File: src/rtl/or8.sv
// or8: eight-input OR gate with a clocked status monitor (registered OR, edges, sticky hits, active count)
module or8 #(
  parameter bit STICKY_EN = 1'b1,
  parameter int CNT_W     = 4
) (
  input  logic             clk,
  input  logic             rst_n,
  input  logic             d0,
  input  logic             d1,
  input  logic             d2,
  input  logic             d3,
  input  logic             d4,
  input  logic             d5,
  input  logic             d6,
  input  logic             d7,
  input  logic             clr,
  output logic             out,
  output logic             out_q,
  output logic             out_rise,
  output logic             out_fall,
  output logic [7:0]       sticky,
  output logic [CNT_W-1:0] active_cnt
);
  logic [7:0] d;
  logic [3:0] pc;
  assign d   = {d7, d6, d5, d4, d3, d2, d1, d0};
  assign out = |d;
  // population count of the live inputs, 0..8
  always_comb begin
    pc = '0;
    for (int i = 0; i < 8; i++) pc = pc + {3'b000, d[i]};
  end
  // monitor registers; clr beats a same-edge hit, sticky stays 0 when disabled
  always_ff @(posedge clk or negedge rst_n) begin
    if (!rst_n) begin
      out_q      <= 1'b0;
      out_rise   <= 1'b0;
      out_fall   <= 1'b0;
      sticky     <= '0;
      active_cnt <= '0;
    end else begin
      out_q      <= out;
      out_rise   <= out & ~out_q;
      out_fall   <= ~out & out_q;
      active_cnt <= CNT_W'(pc);
      sticky     <= STICKY_EN ? (clr ? '0 : sticky | d) : '0;
    end
  end
endmodule

File: config.mk
export PLATFORM = sky130hd
export DESIGN_NAME = or8
export DESIGN_NICKNAME = d
export VERILOG_FILES = /design/src/rtl/or8.sv
export SDC_FILE = /design/constraint.sdc
export NUM_CORES = 1
export LEC_CHECK = 0
export CELL_PAD_IN_SITES_DETAIL_PLACEMENT = 1
export CELL_PAD_IN_SITES_GLOBAL_PLACEMENT = 1
export CORE_MARGIN = 10
export CORE_UTILIZATION = 30
export DETAILED_ROUTE_END_ITERATION = 6
export PLACE_DENSITY_LB_ADDON = 0.1
export RECOVER_POWER = 25
export SYNTH_ARGS = -nofsm -noshare
export SYNTH_HDL_FRONTEND = slang
export SYNTH_SLANG_ARGS = --single-unit
File: constraint.sdc
create_clock -name clk -period 2.1 [get_ports clk]
set_input_delay 0.42 -clock clk [delete_from_list [all_inputs] [get_ports clk]]
set_output_delay 0.42 -clock clk [all_outputs]
set_load 0.02 [all_outputs]
# After elaboration in Yosys (flattened, before gate mapping)
# Cells that the tools add are included.
[classes]
n_addsub = 7
n_mux = 1
bitwise = 5
reduce_logical = 1
[op_table]
columns = ["operator", "count"]
rows = [
  ["adder 4 x 1 -> 4 bit", 4],
  ["2-to-1 mux 8 bit", 1],
  ["bitwise OR 8 bit", 1],
  ["OR reduction 8 bit", 1],
  ["adder 3 x 1 -> 4 bit", 1],
  ["adder 2 x 1 -> 3 bit", 1],
  ["adder 1 x 1 -> 2 bit", 1],
  ["AND 1 bit", 2],
  ["inverter 1 bit", 2],
]
[word_totals]
register_bits = 15
inputBits = 11
out_inout_bits = 16
elab_cells = 19

# Logic depth before layout (Yosys ltp)
[logic_depth]
ltp_word = 7
mapped_depth = 9
mapped_depth_nobuf = 9

# Worst setup path before layout
# Ideal clock, no wire load.
[synth_timing]
path_kind = "input to register"
start = "in d0"
end = "reg active_cnt[2]"
setup_ns = 0.123
arrival_ns = 2.590
required_ns = 1.977
slack_ns = -0.612
cell_stages = 9
n_path_buf = 0
path_cell_list = "inv_1 fa_1 fa_1 fa_1 inv_1 ha_1 inv_1 fa_1 xnor2_1"
[synth_between]
elab_chain_len = 7
[synth_lines]
columns = ["item", "line", "rtl"]
rows = [
  ["from (decl)", "8", "input logic d0,"],
  ["adder 1 x 1 -> 2 bit", "31", "for (int i = 0; i < 8; i++) pc = pc + {3'b000, d[i]};"],
  ["adder 2 x 1 -> 3 bit", "31", ""],
  ["adder 3 x 1 -> 4 bit", "31", ""],
  ["adder 4 x 1 -> 4 bit (4 in series)", "31", ""],
  ["named net pc[2]", "25", "logic [3:0] pc;"],
  ["to (signal assigned)", "45", "active_cnt <= CNT_W'(pc);"],
  ["to (decl)", "22", "output logic [CNT_W-1:0] active_cnt"],
]
# The timed path passes the listed nets, and every way through them passes these cells.

# Worst setup path in the final report
[layout_timing]
start = "in d3"
end = "reg active_cnt[1]"
[layout_between]
elab_chain_len = 5
[layout_lines]
columns = ["item", "line", "rtl"]
rows = [
  ["from (decl)", "11", "input logic d3,"],
  ["adder 3 x 1 -> 4 bit", "31", ""],
  ["adder 4 x 1 -> 4 bit (4 in series)", "31", ""],
  ["named net pc[1]", "25", ""],
]
# The timed path passes the listed nets, and every way through them passes these cells.

==> results.cfg <==
[flow_run]
max_cap_violations = 0

[synthesis]
ys_seq_elements = 15
syn-cell-area_um2 = 678
yosysSeqAreaShare = 0.554
synth_area_per_cell_um2 = 10.9
syn_nets = 81
synthAdderAreaFrac = 0.192
synth-xor-area-share = 0.0129
synth-compound-area-share = 0.0166
yosysWarnings = 0
synth_top_family_by_area = adder cells
yosys-mux-area-fraction = 0
ys_types = 13
synthSimpleGateAreaFrac = 0.142
syn_inst = 62

[timing]
setup_viol = 3
clock_skew_ns = 0.0000879
hold_viol_final = 0
finalCriticalPeriod_ns = 2.59
worst_slew_pin_slew_ns = 0.816
slew-limit-headroom = 0.456
post-route-worst-setup-slack_ns = -0.493
fin_hold_ws_ns = 0.354
drv_slew = 0
fmax_ghz = 0.386
rsz0062_at_grt = true
post-route-period-util = 1.23

[worst_setup_path]
r2r_start = out_q
crit_arrival_ns = 2.78
critical_path_required_ns = 2.28
crit_start = d3
worstPathMaxFanout = 2
reg2reg_to = out_fall
worstSetupPathType = input pin to flip-flop
crit_end = active_cnt[1]
r2r.worst_path.cells = 1
r2r_slack_ns = 1.42
startpoint_type = input pin
worstSetupEndpointType = flip-flop

[cells_and_area]
drive_gt1_frac = 0.272
n_antenna_cell = 0
nets = 123
area_growth_pct = 67.2
final_area_mm2 = 0.00113
fill_cells = 251

[cts]
cts_tree = yes
htree_levels = 1
root_buffer = clkbuf_4
clk_pin_slew_worst_paths_ns = 0.09
cts_sinks = 15
clock_path_buffers = 2
ctsHoldBuffers = 0
cts-buffers-inserted = 3
insertion_delay_ns = 0.28

[global_route]
grt_pass1_vias = 634
grt_pass1_wl_um = 2810
grt_antenna_before_repair = 0
grt_overflow_total = 0
grt_usage = 0.0822
grt_max_degree = 16

[power]
swShare = 0.314
max-vdd-ir-drop_mv = 0.487
comb_power_share = 0.379
seqPwrFrac = 0.416
power.switching_mw = 0.255
p_int_mw = 0.556
power.density_mw_per_mm2 = 715
pwr-share-clk = 0.204
static-leakage-power_nw = 0.547

[floorplan]
dieHeight_um = 67.5
start_util = 0.310
placementRows = 17
core_area_mm2 = 0.00219
dieWidth_um = 67.5
ioPinCount = 27
die_area_mm2 = 0.00456

[place]
dp_hpwl_um = 1410
gp_congestion = 0.698
placed_area_mm2 = 0.00108
port_buffers = 26

[drt]
first_pass_iters = 2
dr_total_vias = 548
routed_via_density = 4.18
routedWlPerCell_um = 12.9
drc = 0
routed_wl_um = 1690
first_iter_violations = 9
final_antenna_net_count = 0

[worst_hold_path]
hp-start = d1
hp-class = input pin to flip-flop

[outcome]
violations = negative setup slack
status = complete, but fails checks
[area by class of cell]
cell class,count,area [µm²],share of cell area
clock buffer,4,26.3,0.0232
inverter,14,67.6,0.0596
multi-input combinational,32,274,0.242
sequential,15,375,0.331
tap,28,35.0,0.0309
timing repair buffer,38,355,0.313
[layout by cell type, fill, tap and decap left out, drive strengths merged, types with 4 or more instances in the layout]
cell type      synthesis  layout
buf                    0      15
clkbuf                 1       5
clkdlybuf4s50          0      20
dfrtp                 15      15
fa                     4       4
ha                     4       4
inv                   14      14
nor2                  17      17
[worst min-delay path by stage]
stage               endpoint  depth (start not counted)  slack, ns
6_report           sticky[1]                          3       0.35
5_1_grt            sticky[1]                          3       0.35
4_1_cts            sticky[1]                          3       0.38
3_5_place_dp        out_rise                          1       0.44
3_3_place_gp        out_rise                          1       0.43
2_1_floorplan  active_cnt[0]                          0       0.12
[metrics by stage]
step,std cells,utilization,setup WS (ns),total power [mW],setup TNS (ns)
floorplan,62,-,-0.567,0.487,-1.54
global placement,126,0.492,-1.27,0.628,-4.85
detailed placement,126,0.492,-1.32,0.638,-4.98
CTS,131,0.509,-0.532,0.825,-1.33
global route,131,0.517,-0.541,0.873,-1.28
finish,131,0.517,-0.493,0.811,-1.14
[logic make-up after synthesis]
family,count (synthesis)
adder cells (fa/ha/maj),8
buffers and inverters,15
flip-flops,15
AND/OR/NAND/NOR,21
XOR/XNOR,1
AO/OA/AOI/OAI,2
[synthesized netlist by cell type]
library cell,instances,area share
dfrtp_1,15,0.55
a31oi_1,1,0.0092
and4_1,1,0.013
clkbuf_1,1,0.0055
a21oi_1,1,0.0074
ha_1,4,0.074
nor4_2,1,0.018
nor2_1,17,0.094
inv_1,14,0.077
fa_1,4,0.12
nand3_1,1,0.0074
nor2b_1,1,0.0092
xnor2_1,1,0.013
[sequential cells by signal (all words and copies together) (netlist names)]
register,cells
active_cnt,4
out_fall,1
out_q,1
out_rise,1
sticky,8
[per-layer routing]
metal / routed length, µm / share of wire / track usage / vias to the layer above
met4: 17 / 0.010 / 0.0462 / 0
met3: 183 / 0.11 / 0.0496 / 2
li1: - / - / - / 265
met2: 810 / 0.48 / 0.126 / 18
met5: 0 / 0 / 0 / -
met1: 677 / 0.40 / 0.0860 / 263
[timing repair]
action | CTS | global route
pin swaps | 5 | 6
endpoints found under the setup margin | 5 | 4
resized for setup | 24 | 6
buffers inserted | 1 | 1
[worst max-delay path, cell delays in order]
cell   delay (ns)
buf_8        0.08
inv_4        0.03
fa_1         0.54
fa_1         0.42
fa_1         0.46
inv_2        0.08
ha_4         0.13
inv_2        0.04
fa_2         0.56
inv_2        0.03
[power by group through the flow]
stage	Combinational, mW	Sequential (mW)	Clock, mW
final	0.308	0.338	0.165
after global routing	0.341	0.343	0.190
after CTS	0.311	0.338	0.175
after detailed placement	0.294	0.344	0
after global placement	0.285	0.343	0
after floorplan	0.0918	0.395	0
Power figures use the tool's default switching activity.
